--- config.mk ---
export PLATFORM = sky130hd
export DESIGN_NAME = mem_wb
export DESIGN_NICKNAME = d
export VERILOG_FILES = /design/src/rtl/mips_pkg.sv /design/src/rtl/load_align.sv /design/src/rtl/mem_wb.sv
export SDC_FILE = /design/constraint.sdc
export NUM_CORES = 1
export LEC_CHECK = 0
export BUFFER_PORTS_ARGS = -buffer_cell sky130_fd_sc_hd__buf_2
export CORE_ASPECT_RATIO = 0.75
export CORE_MARGIN = 2
export CORE_UTILIZATION = 38
export DETAILED_ROUTE_END_ITERATION = 12
export MAX_ROUTING_LAYER = met4
export SLEW_MARGIN = 30
export SYNTH_ARGS = -nofsm -noshare
export SYNTH_HDL_FRONTEND = slang
export SYNTH_SLANG_ARGS = --single-unit
--- constraint.sdc ---
create_clock -name clk -period 2.3 [get_ports clk]
set_input_delay 0.115 -clock clk [delete_from_list [all_inputs] [get_ports clk]]
set_output_delay 0.115 -clock clk [all_outputs]
set_load 0.02 [all_outputs]
--- src/rtl/mips_pkg.sv ---
// Shared datapath widths and load-type encodings for the MIPS pipeline.
package mips_pkg;

   localparam int RegBusWidth      = 32;
   localparam int RegAddrWidth     = 5;
   localparam int LoadTypeWidth    = 3;
   localparam int RetireCountWidth = 32;

   // Codes 6 and 7 are unused and behave like LOAD_NONE.
   typedef enum logic [LoadTypeWidth-1:0] {
      LOAD_NONE = 3'd0,
      LOAD_LB   = 3'd1,
      LOAD_LBU  = 3'd2,
      LOAD_LH   = 3'd3,
      LOAD_LHU  = 3'd4,
      LOAD_LW   = 3'd5
   } load_type_e;

endpackage

--- src/rtl/load_align.sv ---
// Combinational load data extraction (big-endian byte lanes) and misalignment detection.
module load_align
   import mips_pkg::*;
(
   input  logic [RegBusWidth-1:0]   word_i,
   input  logic [1:0]               addr_low_i,
   input  logic [LoadTypeWidth-1:0] load_type_i,
   output logic [RegBusWidth-1:0]   data_o,
   output logic                     misalign_o
);

   logic [7:0]  byteSel;
   logic [15:0] halfSel;

   // Offset 0 is the most significant byte.
   always_comb begin
      byteSel = word_i[31:24];
      case (addr_low_i)
         2'd0:    byteSel = word_i[31:24];
         2'd1:    byteSel = word_i[23:16];
         2'd2:    byteSel = word_i[15:8];
         default: byteSel = word_i[7:0];
      endcase
      halfSel = addr_low_i[1] ? word_i[15:0] : word_i[31:16];
   end

   always_comb begin
      data_o     = word_i;
      misalign_o = 1'b0;
      case (load_type_i)
         LOAD_LB:  data_o = {{(RegBusWidth-8){byteSel[7]}}, byteSel};
         LOAD_LBU: data_o = {{(RegBusWidth-8){1'b0}}, byteSel};
         LOAD_LH: begin
            data_o     = {{(RegBusWidth-16){halfSel[15]}}, halfSel};
            misalign_o = addr_low_i[0];
         end
         LOAD_LHU: begin
            data_o     = {{(RegBusWidth-16){1'b0}}, halfSel};
            misalign_o = addr_low_i[0];
         end
         LOAD_LW:  misalign_o = (addr_low_i != 2'd0);
         default:  data_o = word_i;
      endcase
   end

endmodule

--- src/rtl/mem_wb.sv ---
// MEM/WB pipeline register with load alignment and retire counter.
// Define WB_BYPASS_EN to add the byp_* forwarding copy of the previous WB entry.
module mem_wb
   import mips_pkg::*;
(
   input  logic                        clk,
   input  logic                        rst,
   input  logic                        mem_valid,
   input  logic [RegBusWidth-1:0]      mem_write_data,
   input  logic [RegAddrWidth-1:0]     mem_write_reg_addr,
   input  logic                        mem_reg_write_en,
   input  logic [LoadTypeWidth-1:0]    mem_load_type,
   input  logic [1:0]                  mem_addr_low,
   input  logic                        stall,
   input  logic                        flush,
   output logic [RegBusWidth-1:0]      write_data,
   output logic [RegAddrWidth-1:0]     write_reg_addr,
   output logic                        reg_write_en,
   output logic                        wb_valid,
   output logic                        load_misalign,
   output logic [RetireCountWidth-1:0] retire_count
`ifdef WB_BYPASS_EN
   ,
   output logic                        byp_en,
   output logic [RegAddrWidth-1:0]     byp_addr,
   output logic [RegBusWidth-1:0]      byp_data
`endif
);

   logic [RegBusWidth-1:0]      alignedData;
   logic                        misaligned;

   logic                        wbValid_q, wbValid_d;
   logic                        regWriteEn_q, regWriteEn_d;
   logic                        loadMisalign_q, loadMisalign_d;
   logic [RegBusWidth-1:0]      writeData_q, writeData_d;
   logic [RegAddrWidth-1:0]     writeRegAddr_q, writeRegAddr_d;
   logic [RetireCountWidth-1:0] retireCount_q, retireCount_d;

   load_align u_load_align (
      .word_i      (mem_write_data),
      .addr_low_i  (mem_addr_low),
      .load_type_i (mem_load_type),
      .data_o      (alignedData),
      .misalign_o  (misaligned)
   );

   // Flush wins over stall; the retire counter is never touched by either.
   always_comb begin
      wbValid_d      = wbValid_q;
      regWriteEn_d   = regWriteEn_q;
      loadMisalign_d = loadMisalign_q;
      writeData_d    = writeData_q;
      writeRegAddr_d = writeRegAddr_q;
      retireCount_d  = retireCount_q;
      if (flush) begin
         wbValid_d      = 1'b0;
         regWriteEn_d   = 1'b0;
         loadMisalign_d = 1'b0;
         writeData_d    = '0;
         writeRegAddr_d = '0;
      end else if (!stall) begin
         wbValid_d      = mem_valid;
         writeRegAddr_d = mem_write_reg_addr;
         writeData_d    = alignedData;
         loadMisalign_d = misaligned;
         regWriteEn_d   = mem_valid & mem_reg_write_en &
                          (mem_write_reg_addr != '0) & ~misaligned;
         if (mem_valid && !misaligned) begin
            retireCount_d = retireCount_q + 32'd1;
         end
      end
   end

   always_ff @(posedge clk or posedge rst) begin
      if (rst) begin
         wbValid_q      <= 1'b0;
         regWriteEn_q   <= 1'b0;
         loadMisalign_q <= 1'b0;
         writeData_q    <= '0;
         writeRegAddr_q <= '0;
         retireCount_q  <= '0;
      end else begin
         wbValid_q      <= wbValid_d;
         regWriteEn_q   <= regWriteEn_d;
         loadMisalign_q <= loadMisalign_d;
         writeData_q    <= writeData_d;
         writeRegAddr_q <= writeRegAddr_d;
         retireCount_q  <= retireCount_d;
      end
   end

   assign write_data     = writeData_q;
   assign write_reg_addr = writeRegAddr_q;
   assign reg_write_en   = regWriteEn_q;
   assign wb_valid       = wbValid_q;
   assign load_misalign  = loadMisalign_q;
   assign retire_count   = retireCount_q;

`ifdef WB_BYPASS_EN
   logic                    bypEn_q, bypEn_d;
   logic [RegAddrWidth-1:0] bypAddr_q, bypAddr_d;
   logic [RegBusWidth-1:0]  bypData_q, bypData_d;

   // On capture the outgoing WB write port slides into the bypass copy.
   always_comb begin
      bypEn_d   = bypEn_q;
      bypAddr_d = bypAddr_q;
      bypData_d = bypData_q;
      if (flush) begin
         bypEn_d   = 1'b0;
         bypAddr_d = '0;
         bypData_d = '0;
      end else if (!stall) begin
         bypEn_d   = regWriteEn_q;
         bypAddr_d = writeRegAddr_q;
         bypData_d = writeData_q;
      end
   end

   always_ff @(posedge clk or posedge rst) begin
      if (rst) begin
         bypEn_q   <= 1'b0;
         bypAddr_q <= '0;
         bypData_q <= '0;
      end else begin
         bypEn_q   <= bypEn_d;
         bypAddr_q <= bypAddr_d;
         bypData_q <= bypData_d;
      end
   end

   assign byp_en   = bypEn_q;
   assign byp_addr = bypAddr_q;
   assign byp_data = bypData_q;
`endif

endmodule

* Word-level counts from Yosys, hierarchy flattened
Index checks and enable logic that the tools add are counted.
** Storage, ports and cells
- Bits in registers :: 72
- Input port bits :: 48
- Logic and storage cells :: 42
** Operators by class
- Add/sub/neg operators :: 1
- Equal/unequal tests :: 8
- Muxes and demuxes :: 14
- Bitwise gates (word level) :: 6
- Reduce and logical (&&, ||, !) cells :: 7
** Operators with widths (number)
- $pmux 32 s4 :: 1
- $mux 32 :: 2
- $add 32x1->32 const B :: 1
- $pmux 8 s3 :: 1
- $mux 16 :: 1
- $mux 5 :: 2
- $eq 3x2->1 const B :: 2
- $eq 3x3->1 const B :: 2
- $mux 1 :: 6
- $reduce_bool 5->1 :: 1
- $and 1x1->1 :: 3
- $eq 3x1->1 const B :: 1
- $not 1->1 :: 3
- $reduce_and 3->1 :: 1
- $eq 2x1->1 const B :: 1
- $eq 2x2->1 const B :: 1
- $logic_not 2->1 :: 1
- $ne 2x1->1 const B :: 1
- $pmux 1 s2 :: 1
- $reduce_bool 2->1 :: 1
- $reduce_or 2->1 :: 1
- $logic_and 1x1->1 :: 1
- $logic_not 1->1 :: 1

* Depth between registers and ports, before layout
- Word-level depth :: 7
- Depth in mapped cells :: 8

* By module
A second synthesis with hierarchy kept.
** Unflattened totals
- Cell total of the unflattened synthesis :: 403
- Area total of the unflattened synthesis :: 4187.8 µm²
** Modules (own cells, without submodules)
- mem_wb :: instances 1, cells an instance 265, area an instance 3109.2 µm², seq. area each 1801.7 µm²
- load_align :: instances 1, cells an instance 138, area an instance 1078.5 µm², seq. area each 0.0 µm²

* Worst setup path before layout
OpenSTA, ideal clock, no wires.
- Kind :: register -> register
- Start point :: register retireCount_q[12], in the netlist retire_count[12]
- End point :: register retireCount_q[30], in the netlist retire_count[30]
- Library setup time :: 80 ps
- Arrival :: 2003 ps
- Data required time :: 2220 ps
- Path slack :: 218 ps
- Cell stages (with the launch flop) :: 7
- Path buffers :: 1
- Period minus slack after synthesis :: 2082 ps
- Path through :: dfrtp_1 > nand4_1 > or3_1 > clkbuf_1 > nor3_1 > and4_1 > xor2_1
** On the way
- Word-level cells in the longest chain between the ends :: 1
** RTL lines
- start: declaration :: line mem_wb.sv:38 : logic [RetireCountWidth-1:0] retireCount_q, retireCount_d;
- start signal: assignment :: line mem_wb.sv:89 : retireCount_q <= retireCount_d;
- $add 32x1->32 :: line mem_wb.sv:70 : retireCount_d = retireCount_q + 32'd1;
No other way between the ends.
A chain may end at the register's enable or synchronous reset.

* Worst setup path after layout
Ends and elaborated chain as after synthesis.

==> metrics <==
CTS Hold Bufs=1; DRC viols=0; post_cts resized=0; XOR/XNOR Fraction of Synth Area=under 10%; fin. max-slew vios=0; Slew headroom=around 50%; internal power=between 2000 and 3000 uW; final global-route overflow total=0; Initial DRC Count=around 140; worst hold-check path type=primary input to flop; Detail Route Antenna Nets=0; largest family of logic cells by synthesized area=simple AND/OR/NAND/NOR gates; TritonRoute pass-1 iters=4; Fill cells=a little over 900; Placed Area=approximately 0.0045 mm2; CTS clk-pin slew, worst paths=60 ps; simple-gate portion of the synthesized area=21.2%; Synth Instances=between 300 and 400; mapped cell area=approximately 0.0037 mm2; min Tclk post-route=approximately 2000 ps; HPWL after DPL=around 7600 um; WP data required=2560 ps; fin worst setup slack=between 300 and 400 ps; post-route insts no fill=634; Inserted Clock Buffers=9; Vias/cell=about 5.2; Post-synth EDFFs=0; Die H=roughly 90 um; Max Freq=0.511 GHz; port buffer count=119; #FFs+latches synth=72; initial antenna violation count=0; syn_nets=about 430; CTS H-tree depth=3; Synth Area in Adders=less than 1%; slowest stage cell, crit path=or3_1; status=complete, no violations; Crit Path Class=flop to flop; die area=between 0.01 and 0.015 mm2; Peak VDD IR=374 uV; switch share=between 20% and 30%; Die Width=between 100 and 150 um; sequential share of power=around 40%; Initial Utilization=between 30% and 40%; proportion of synthesized area in mux cells=~9.2%; TritonCTS clock tree=done; All-Layer GR Usage=between 20% and 30%; TNS Setup=0 ps; Clock Tree Root=clkbuf_16; Setup crit end kind=flop; WL final=about 10000 um; via count=around 3300; LEAKAGE=~0.0024 uW; fin nets=around 550; Ys Warns=0; CORE AREA=between 0.009 and 0.01 mm2; PwrDens=around 740 mW/mm2; CTS Sinks=about 70; Most used DFF post-synth=dfrtp_1; Synth Area in Compound Gates=between 9 and 10%; post-synth cell types=41; max_cap viols=0; Routed WL per cell=16.2 um; RSZ-0062 raised after global routing=no; combinational power share=between 10% and 20%; post-layout instance area=0.00482 mm2; number of global-route vias before repair=3037; setup bufs post-CTS=0; Worst-Skew Late Latency=between 300 and 400 ps; max incr delay on CP=510 ps; crit path cell chain=nand4_1, or3_1, nor3_1, buf_4, and4_1, xor2_1; clock tree buffer depth=2; largest net degree at the start of global routing=slightly below 50; Net Switching=a little over 1000 uW; crit path DAT=2220 ps; Worst Path Max Fanout=6; final setup vio count=0; fraction of registers with async set/reset=between 90% and 100%; CP Launch Type=flop; Clock Power Share=a little over two fifths; pre-CTS WS=265 ps; Placed Cells=slightly above 600; # diodes=0; fin crit share=a little under nine tenths; IO Count=120; total power=about 3600 uW; Worst-Margin Slew=approximately 740 ps; clk_skew=6.37 ps; syn avg cell area=a little under 10 um2; cell row count=31; post-synthesis sequential area ratio=between 40% and 50%; Placer Congestion=~0.83; synthesis-to-layout area growth=29.7%; ratio of cells with drive above 1 in the final layout=between 30% and 40%; Final Hold Viols=0; first-pass GRT wire length=~16000 um
==> critical path, delay by kind of cell, from the launching register on <==
family,cells,cell delay [ps]
DFF,1,460
buffers and inverters,1,170
xor gates and xnor gates,1,140
and+or+nand+nor,4,1120
==> synth_stat cells (2+ instances only) <==
cell type	n	area, um2
and4_1	3	26.3
mux2i_1	16	160
clkbuf_1	12	45.0
buf_1	2	7.51
or3_1	3	18.8
nor2b_1	2	12.5
nor3_2	3	30.0
xor2_1	12	105
buf_2	4	20.0
buf_6	2	22.5
a211oi_1	7	52.6
mux2_2	2	22.5
nand4_1	6	37.5
inv_1	9	33.8
dfrtp_1	72	1800
o22ai_1	7	43.8
nor2_1	49	184
mux4_2	7	158
o221ai_1	9	78.8
a22oi_1	2	15.0
nand3_1	15	75.1
nand4_2	2	25.0
and3_1	3	18.8
nor3_1	8	40.0
and2_1	2	12.5
a21oi_1	4	20.0
nor4_1	11	68.8
o21ai_0	22	110
nand2_1	47	176
xnor2_1	22	193
==> power by group through the flow <==
stage	Clock, uW	Combinational (uW)	Sequential [uW]
floorplan	0	276	1540
global placement	0	616	1440
detailed placement	0	624	1450
CTS	1540	630	1430
global route	1610	689	1440
finish	1510	626	1420
==> registers in the layout, indices dropped and copies added, names as in the netlist <==
register,flops
wb_valid,1
load_misalign,1
write_data,32
write_reg_addr,5
retire_count,32
reg_write_en,1
==> cell families (layout without fill, tap and decap cells) <==
| kind of cell | Yosys count | in the layout |
|---|---|---|
| fa+ha+maj | 1 | 1 |
| flops | 72 | 72 |
| compound gates | 54 | 54 |
| simple gates | 160 | 160 |
| xor+xnor | 34 | 34 |
| buf+inv | 30 | 156 |
| mux | 25 | 25 |
==> metrics by stage <==
step,hold WS (ps),util (%)
global placement,198,46.8
finish,48.8,50.4
global route,45.6,50.4
detailed placement,202,46.9
floorplan,268,-
CTS,38.9,50.4
==> area by class of cell <==
type	count	area, um2	share of cell area [%]
Multi-Input combinational cell	274	1810	37.4
Sequential cell	72	1800	37.3
Timing Repair Buffer	130	693	14.4
Clock buffer	10	239	4.95
Tap cell	132	165	3.42
Clock inverter	6	82.6	1.71
Inverter	10	37.5	0.778
==> per-layer routing <==
metal	wire (um)	track usage, %	vias to the layer above	part of all wire [%]
met5	0	-	-	0
met4	165	6.57	0	1.6
met3	705	5.24	13	6.9
met2	4560	28.2	112	44
met1	4840	28.8	1614	47
li1	-	-	1585	-
==> worst paths after layout <==
| path | startpoint | endpoint | slack [ps] | cells past startpoint |
|---|---|---|---|---|
| setup / recovery | retire_count[12] | retire_count[30] | 340 | 6 |
| hold / removal | mem_write_reg_addr[4] | write_reg_addr[4] | 50 | 3 |
| setup reg to reg | retire_count[12] | retire_count[30] | 340 | 6 |
| hold reg to reg | write_data[8] | write_data[8] | 460 | 2 |
| max in group asynchronous | rst | write_data[0] | 1260 | 4 |
| min in group asynchronous | rst | retire_count[30] | 390 | 3 |
==> cell usage in the layout, fill, tap and decap left out, drive strengths merged, types with 4 or more instances in the layout <==
cell type / n
buf: 129
dfrtp: 72
nor2: 49
nand2: 47
o21ai: 22
xnor2: 22
mux2i: 16
nand3: 15
xor2: 12
nor4: 12
nor3: 11
clkbuf: 10
o221ai: 9
inv: 9
nand4: 8
o22ai: 7
a211oi: 7
mux4: 7
a21oi: 4
clkinv: 4
(Power assumes the default switching activity.)
